File: config.mk
export PLATFORM = sky130hd
export DESIGN_NAME = dmem_arbiter
export DESIGN_NICKNAME = d
export VERILOG_FILES = /design/src/rtl/mips16_pkg.sv /design/src/rtl/arb_rd_return.sv /design/src/rtl/dmem_arbiter.sv
export SDC_FILE = /design/constraint.sdc
export NUM_CORES = 1
export LEC_CHECK = 0
export CORE_MARGIN = 8
export CORE_UTILIZATION = 39
export DETAILED_ROUTE_END_ITERATION = 10
export MAX_ROUTING_LAYER = met4
export PLACE_DENSITY = 0.86
export REMOVE_ABC_BUFFERS = 1
export SLEW_MARGIN = 15
export SYNTH_ARGS = -nofsm -noshare
export SYNTH_HDL_FRONTEND = slang
export SYNTH_HIERARCHICAL = 1
export SYNTH_SLANG_ARGS = --single-unit
File: constraint.sdc
create_clock -name clk -period 3.4 [get_ports clk]
set_input_delay 1.02 -clock clk [delete_from_list [all_inputs] [get_ports clk]]
set_output_delay 1.02 -clock clk [all_outputs]
set_load 0.01 [all_outputs]
File: src/rtl/mips16_pkg.sv
// Shared types and sizes for the mips16 single-cycle core and its data-memory path.
package mips16_pkg;
  localparam int DMEM_ADDR_W = 6;
  localparam int DATA_W      = 16;
  localparam int LOCK_CNT_W  = 4;

  typedef enum logic {
    ARB_IDLE   = 1'b0,
    ARB_LOCKED = 1'b1
  } arb_state_t;
endpackage

File: src/rtl/arb_rd_return.sv
// Per-port read-return register: captures memory data on a granted read; data valid 1 cycle later.
// No backpressure: rvalid is a single-cycle pulse and rdata holds until that port's next read.
module arb_rd_return #(
  parameter int DATA_W = mips16_pkg::DATA_W
) (
  input  logic              clk,
  input  logic              rst_n,
  input  logic              rd_en,
  input  logic [DATA_W-1:0] mem_rdata,
  output logic              rvalid,
  output logic [DATA_W-1:0] rdata
);
  always_ff @(posedge clk or negedge rst_n) begin
    if (!rst_n) begin
      rvalid <= 1'b0;
      rdata  <= '0;
    end else begin
      rvalid <= rd_en;
      if (rd_en) rdata <= mem_rdata;
    end
  end
endmodule

File: src/rtl/dmem_arbiter.sv
// Round-robin CPU/debug arbiter for the single-port data memory; 0-cycle grant, 1-cycle read data.
// Losing requester is stalled and must hold its fields; debug may lock the memory for up to LOCK_MAX grants.
module dmem_arbiter #(
  parameter int ADDR_W   = mips16_pkg::DMEM_ADDR_W,
  parameter int DATA_W   = mips16_pkg::DATA_W,
  parameter int LOCK_MAX = 8
) (
  input  logic              clk,
  input  logic              rst_n,
  input  logic              cpu_req,
  input  logic              cpu_we,
  input  logic [ADDR_W-1:0] cpu_addr,
  input  logic [DATA_W-1:0] cpu_wdata,
  output logic              cpu_gnt,
  output logic              cpu_stall,
  output logic              cpu_rvalid,
  output logic [DATA_W-1:0] cpu_rdata,
  input  logic              dbg_req,
  input  logic              dbg_we,
  input  logic [ADDR_W-1:0] dbg_addr,
  input  logic [DATA_W-1:0] dbg_wdata,
  input  logic              dbg_lock,
  output logic              dbg_gnt,
  output logic              dbg_rvalid,
  output logic [DATA_W-1:0] dbg_rdata,
  output logic              mem_we,
  output logic              mem_re,
  output logic [ADDR_W-1:0] mem_addr,
  output logic [DATA_W-1:0] mem_wdata,
  input  logic [DATA_W-1:0] mem_rdata
);
  import mips16_pkg::*;

  arb_state_t            state, state_nxt;
  logic                  last_dbg, last_dbg_nxt;
  logic [LOCK_CNT_W-1:0] lock_cnt, lock_cnt_nxt, lock_cnt_inc;
  logic                  lock_full;

  // lock_cnt counts debug grants in the current burst, including the one that took the lock
  assign lock_cnt_inc = lock_cnt + 1'b1;
  assign lock_full    = (lock_cnt_inc == LOCK_CNT_W'(LOCK_MAX));

  always_ff @(posedge clk or negedge rst_n) begin
    if (!rst_n) begin
      state    <= ARB_IDLE;
      last_dbg <= 1'b0;
      lock_cnt <= '0;
    end else begin
      state    <= state_nxt;
      last_dbg <= last_dbg_nxt;
      lock_cnt <= lock_cnt_nxt;
    end
  end

  always_comb begin
    state_nxt    = state;
    last_dbg_nxt = last_dbg;
    lock_cnt_nxt = lock_cnt;
    cpu_gnt      = 1'b0;
    dbg_gnt      = 1'b0;
    case (state)
      ARB_IDLE: begin
        if (cpu_req && dbg_req) begin
          cpu_gnt      = last_dbg;
          dbg_gnt      = ~last_dbg;
          last_dbg_nxt = ~last_dbg;
        end else begin
          cpu_gnt = cpu_req;
          dbg_gnt = dbg_req;
        end
        if (dbg_gnt && dbg_lock) begin
          // a one-grant limit is exhausted by the grant that asked for the lock
          if (LOCK_MAX == 1) begin
            last_dbg_nxt = 1'b1;
          end else begin
            state_nxt    = ARB_LOCKED;
            lock_cnt_nxt = LOCK_CNT_W'(1);
          end
        end
      end
      ARB_LOCKED: begin
        dbg_gnt      = dbg_req;
        lock_cnt_nxt = lock_cnt_inc;
        if (lock_full) last_dbg_nxt = 1'b1;
        if (lock_full || !dbg_lock) begin
          state_nxt    = ARB_IDLE;
          lock_cnt_nxt = '0;
        end
      end
      default: state_nxt = ARB_IDLE;
    endcase
    if (!rst_n) begin
      cpu_gnt = 1'b0;
      dbg_gnt = 1'b0;
    end
  end

  assign cpu_stall = cpu_req & ~cpu_gnt;

  always_comb begin
    mem_we    = 1'b0;
    mem_re    = 1'b0;
    mem_addr  = '0;
    mem_wdata = '0;
    if (cpu_gnt) begin
      mem_we    = cpu_we;
      mem_re    = ~cpu_we;
      mem_addr  = cpu_addr;
      mem_wdata = cpu_wdata;
    end else if (dbg_gnt) begin
      mem_we    = dbg_we;
      mem_re    = ~dbg_we;
      mem_addr  = dbg_addr;
      mem_wdata = dbg_wdata;
    end
  end

  arb_rd_return #(.DATA_W(DATA_W)) u_cpu_rd (
    .clk       (clk),
    .rst_n     (rst_n),
    .rd_en     (cpu_gnt & ~cpu_we),
    .mem_rdata (mem_rdata),
    .rvalid    (cpu_rvalid),
    .rdata     (cpu_rdata)
  );

  arb_rd_return #(.DATA_W(DATA_W)) u_dbg_rd (
    .clk       (clk),
    .rst_n     (rst_n),
    .rd_en     (dbg_gnt & ~dbg_we),
    .mem_rdata (mem_rdata),
    .rvalid    (dbg_rvalid),
    .rdata     (dbg_rdata)
  );
endmodule

=== Yosys cells after proc, flatten, opt, wreduce, memory -nomap -nowiden ===
Cells that the tools add are included.

* Bits of input ports: 67
* Logic and storage cells: 49
* Register bits after elaboration: 40

* $add $sub $neg: 1
* Bitwise gates (word level): 8
* Equal/unequal tests: 4
* Muxes and demuxes: 24
* Reductions and logical operators: 5

{| class="wikitable"
|+ Operator list
! operator !! number
|-
| $mux W16 || 2
|-
| $mux W1 || 14
|-
| $mux W6 || 2
|-
| $mux W4 || 2
|-
| $pmux W4 S2 || 1
|-
| $pmux W1 S2 || 3
|-
| $not A1 Y1 || 5
|-
| $add A4 B1 Y4 const B || 1
|-
| $eq A4 B4 Y1 const B || 1
|-
| $ne A2 B2 Y1 const B || 2
|-
| $and A1 B1 Y1 || 3
|-
| $logic_and A1 B1 Y1 || 2
|-
| $ne A2 B1 Y1 const B || 1
|-
| $reduce_and A2 Y1 || 1
|-
| $logic_not A1 Y1 || 1
|-
| $logic_or A1 B1 Y1 || 1
|}

=== Depth between registers and ports, before layout ===
* Depth after elaboration: 7
* Mapped depth: 7
* Mapped depth without buffers: 5

=== Hierarchy ===
The synthesis kept the hierarchy.

{| class="wikitable"
|+ By module, submodules not included
! module !! area each (µm²) !! cells each !! seq. area each (µm²) !! instances
|-
| arb_rd_return || 674.4 || 35 || 425.4 || 2
|-
| dmem_arbiter || 626.9 || 69 || 150.1 || 1
|}

=== Least setup slack after synthesis ===
OpenSTA, ideal clock, no wires.

* Path kind: input to output
* Start point: input cpu_req
* End point: output mem_re
* Slack: 531 ps
* Path buffers: 1
* Arrival: 1849 ps
* Cell stages on the path: 5
* Cell sequence: nor2b_2 > and3_1 > buf_4 > nor2b_4 > or2_1

* Longest elaborated chain between the ends: 7
* Elaborated cells between the ends (all ways): 10

{| class="wikitable"
|+ RTL lines
! element !! RTL line !! source
|-
| start, declared || dmem_arbiter.sv:10 || <nowiki>input logic cpu_req,</nowiki>
|-
| $logic_and A1 B1 Y1 || dmem_arbiter.sv:63 || <nowiki>if (cpu_req && dbg_req) begin</nowiki>
|-
| $mux W1 || dmem_arbiter.sv:63 ||
|-
| $mux W1 || dmem_arbiter.sv:61 || <nowiki>case (state)</nowiki>
|-
| $pmux W1 S2 || dmem_arbiter.sv:61 ||
|-
| $mux W1 || dmem_arbiter.sv:92 || <nowiki>if (!rst_n) begin</nowiki>
|-
| $mux W1 || dmem_arbiter.sv:110 || <nowiki>end else if (dbg_gnt) begin</nowiki>
|-
| $mux W1 * || dmem_arbiter.sv:105 || <nowiki>if (cpu_gnt) begin</nowiki>
|-
| end, declared || dmem_arbiter.sv:27 || <nowiki>output logic mem_re,</nowiki>
|}

Mark *: on every way between the ends. The rest lies on a longest branch, timed or not. The select of a mux whose other input is x is not followed.

=== Worst setup path in the final report ===
* Start point: input cpu_req
* End point: output mem_addr[2]

* Longest elaborated chain between the ends: 7
* Elaborated cells between the ends (all ways): 10

{| class="wikitable"
|+ RTL lines
! element !! RTL line !! source
|-
| $logic_and A1 B1 Y1 || dmem_arbiter.sv:63 ||
|-
| $mux W1 || dmem_arbiter.sv:63 ||
|-
| $mux W1 || dmem_arbiter.sv:61 ||
|-
| $pmux W1 S2 || dmem_arbiter.sv:61 ||
|-
| $mux W1 || dmem_arbiter.sv:92 ||
|-
| $mux W6 || dmem_arbiter.sv:110 ||
|-
| $mux W6 * || dmem_arbiter.sv:105 ||
|-
| end, declared || dmem_arbiter.sv:28 || <nowiki>output logic [ADDR_W-1:0] mem_addr,</nowiki>
|}

Marked as above.

==> metrics.txt <==
Clock Tree Buf Depth=2; critical path arrival=roughly 2.3 ns; htree depth=2; vias in the first global route=between 1500 and 2000; power per cell area=630.8 nW/um^2; CP startpoint=cpu_req; share of cells above drive strength 1=27.66%; Overflow after GRT=0; slew margin rel.=~66%; vias per cell=~5; Hold Fails Final Rpt=0; fin. max-slew vios=0; Worst setup endpoint=mem_addr[2]; Post-synth ARST share=100.0%; status=finished clean; Worst Tran Pin Value=between 0.5 and 0.6 ns; worst-case vdd ir drop=roughly 0.43 mV; die area=around 7600 sq um; Final GP Congestion=0.9052; io pins=128; CP Capture Type=output pin; clock period minus worst slack=3.349 ns; Seq/Total Area, Yosys=50.66%; final net count=350; Reg2Reg Launch Point=state$_DFF_PN0_; DRT antenna net count=0; CTS root buf=clkbuf_8; Post-Synth Simple-Gate Area=under 10%; cts bufs inserted=5; startpoint types=input pin; warnings from Yosys=6; final worst setup slack=between 0.05 and 0.06 ns; Hold Path Class=reg2reg; WL/cell=roughly 20 um; global-route wire length before repair=10.52 mm; DR iter-0 viols=45; Final Cycle Share=98.50%; largest family of logic cells by synthesized area=multiplexers; reg-to-reg slack, setup=roughly 1.6 ns; router iterations before antenna repair=4; r2r worst-path depth=5; Lkg Pwr=between 0.0015 and 0.002 uW; WP data required=2.38 ns; Std-Cell Rows=26; # diodes=0; non-filler instance count after layout=between 300 and 400; final wirelength=6.971 mm; syn avg cell area=~14 sq um; cell area after synthesis=just under 2000 sq um; clk sink count=40; WS Path Type=in2out; Synth Area in Compound Gates=14.44%; via count=between 1500 and 2000; GRT Util Overall=roughly a fifth; xor and xnor area share after synthesis=under 10%; fraction of the mapped netlist area in adder cells=1.267%; RSZ-0062 raised after global routing=true; Syn-to-layout area delta=76.69%; chip height=87.18 um; initial antenna violation count=0; worst hold slack=between 0.5 and 0.6 ns; number of max-cap violations=0; Skew-Pair Late Insertion Delay=~0.29 ns; endpoints failing setup=0; Synth Instances=roughly 140; TritonCTS clock tree=built; Post-Place Cells=between 300 and 400; f_max=298.6 MHz; ys flop type=dfrtp_1; Die Wd=between 80 and 90 um; RR Endpoint=u_cpu_rd/rdata[13]$_DFFE_PN0P_; Synth cell types=28; Port Buffers=around 130; hpwl dp=5.666 mm; mux share of post-synthesis cell area=between 20% and 30%; Post-synth EDFFs=0; largest net degree at the start of global routing=41; crit path max fanout=7; DP Worst Slack=-0.5149 ns; DRC viols=0; Core Area=approximately 5000 sq um; Starting Density=39.44%; Worst Skew=between 0.006 and 0.007 ns; Worst-path clk slew=~0.080 ns; Yosys reg bits=40
-- routing by layer --
layer | share of wire (%) | global-route usage (%) | vias to the layer above
li1 | - | - | 799
met1 | 39 | 18.87 | 823
met2 | 51 | 34.77 | 86
met3 | 9.3 | 6.132 | 5
met4 | 0.79 | 3.750 | 0
met5 | 0 | - | -
-- how the worst min path moves through the flow --
stage	start	endpoint	slack [ns]	depth (start not counted)
2_1_floorplan	last_dbg$_DFFE_PN0P_	last_dbg$_DFFE_PN0P_	0.53	2
3_3_place_gp	u_cpu_rd/rdata[15]$_DFFE_PN0P_	u_cpu_rd/rdata[15]$_DFFE_PN0P_	0.49	1
3_5_place_dp	u_dbg_rd/rdata[0]$_DFFE_PN0P_	u_dbg_rd/rdata[0]$_DFFE_PN0P_	0.50	1
4_1_cts	u_dbg_rd/rdata[0]$_DFFE_PN0P_	u_dbg_rd/rdata[0]$_DFFE_PN0P_	0.51	1
5_1_grt	u_dbg_rd/rdata[3]$_DFFE_PN0P_	u_dbg_rd/rdata[3]$_DFFE_PN0P_	0.52	1
6_report	u_dbg_rd/rdata[0]$_DFFE_PN0P_	u_dbg_rd/rdata[0]$_DFFE_PN0P_	0.51	1
-- repair_timing --
| item | CTS | global route |
|---|---|---|
| buffers inserted | 3 | 0 |
| hold buffers | 0 | 0 |
| endpoints found under the hold margin | 0 | 0 |
| gates resized for setup | 67 | 4 |
| setup endpoints to repair | 27 | 3 |
| pin swaps | 1 | 0 |
-- through the flow --
step                      area, sq um  setup TNS (ns)  power [uW]  utilization [%]
after floorplan                  1883          -1.912        1245                -
after global placement           3369          -11.63        1851            67.26
after detailed placement         3369          -12.20        1894            67.26
after CTS                        3486               0        2227            69.58
after global routing             3491        -0.02421        2322            69.68
final                            3491               0        2202            69.68
-- cell families after synthesis --
family | count (synthesis)
AOI/OAI and AO/OA | 33
xor gates and xnor gates | 4
adders and majority gates | 2
buffers and inverters | 12
DFF | 40
muxes | 32
and+or+nand+nor | 16
-- synthesized netlist by cell type, types with 2 or more instances --
cell / n / area share [%]
nand2_1: 5 / 0.95
a21oi_1: 2 / 0.51
xor2_1: 4 / 1.8
nor2_1: 2 / 0.38
buf_4: 2 / 0.76
mux2_4: 20 / 15
buf_6: 2 / 1.1
nand3_1: 2 / 0.51
a22o_1: 23 / 10
inv_1: 3 / 0.57
ha_1: 2 / 1.3
mux2_2: 12 / 6.8
buf_12: 2 / 2.0
a32o_1: 2 / 1.0
nor2b_1: 2 / 0.63
buf_2: 3 / 0.76
dfrtp_1: 40 / 51
-- state kept, by name, indices dropped and copies added (netlist names) --
signal           cells
last_dbg             1
lock_cnt             4
state                1
u_cpu_rd/rdata      16
u_cpu_rd/rvalid      1
u_dbg_rd/rdata      16
u_dbg_rd/rvalid      1
-- worst max-delay path, cell delays in order --
cell	delay [ns]
dlygate4sd2_1	0.22
nor2b_4	0.18
a21oi_4	0.07
buf_12	0.13
buf_12	0.12
buf_4	0.13
a22o_1	0.21
clkdlybuf4s15_1	0.24
-- where the power goes --
part / leakage [uW] / internal [uW] / switching [uW]
Sequential: 0.000485 / 665 / 135
Combinational: 0.000997 / 681 / 390
Clock: 0.0000516 / 166 / 166
Total: 0.00153 / 1510 / 691
-- final cells by class --
class	count	area, sq um
repair buffers	144	1404
well taps	70	87.58
clock buffers	6	82.58
inverters	3	11.26
clock inverters	2	13.76
fillers	388	1519
multi-input cells	87	890.9
flip-flops and latches	40	1001
-- cell usage in the layout (no fill, tap or decap), drive strengths merged --
cell type	netlist	final
a21oi	3	3
o21ba	1	1
mux2	32	32
nand3	2	2
inv	3	4
and3	1	1
buf	9	23
nand2	5	5
clkbuf	0	7
o311a	1	1
clkdlybuf4s15	0	14
a22o	24	24
ha	2	2
or2	1	1
dlygate4sd2	0	8
nand2b	1	1
dfrtp	40	40
a32o	2	2
nor2	2	2
clkinv	0	1
nor2b	4	4
o41ai	1	1
xor2	4	4
clkdlybuf4s50	0	98
a31oi	1	1
No activity file was read; power rests on OpenSTA's default activity.
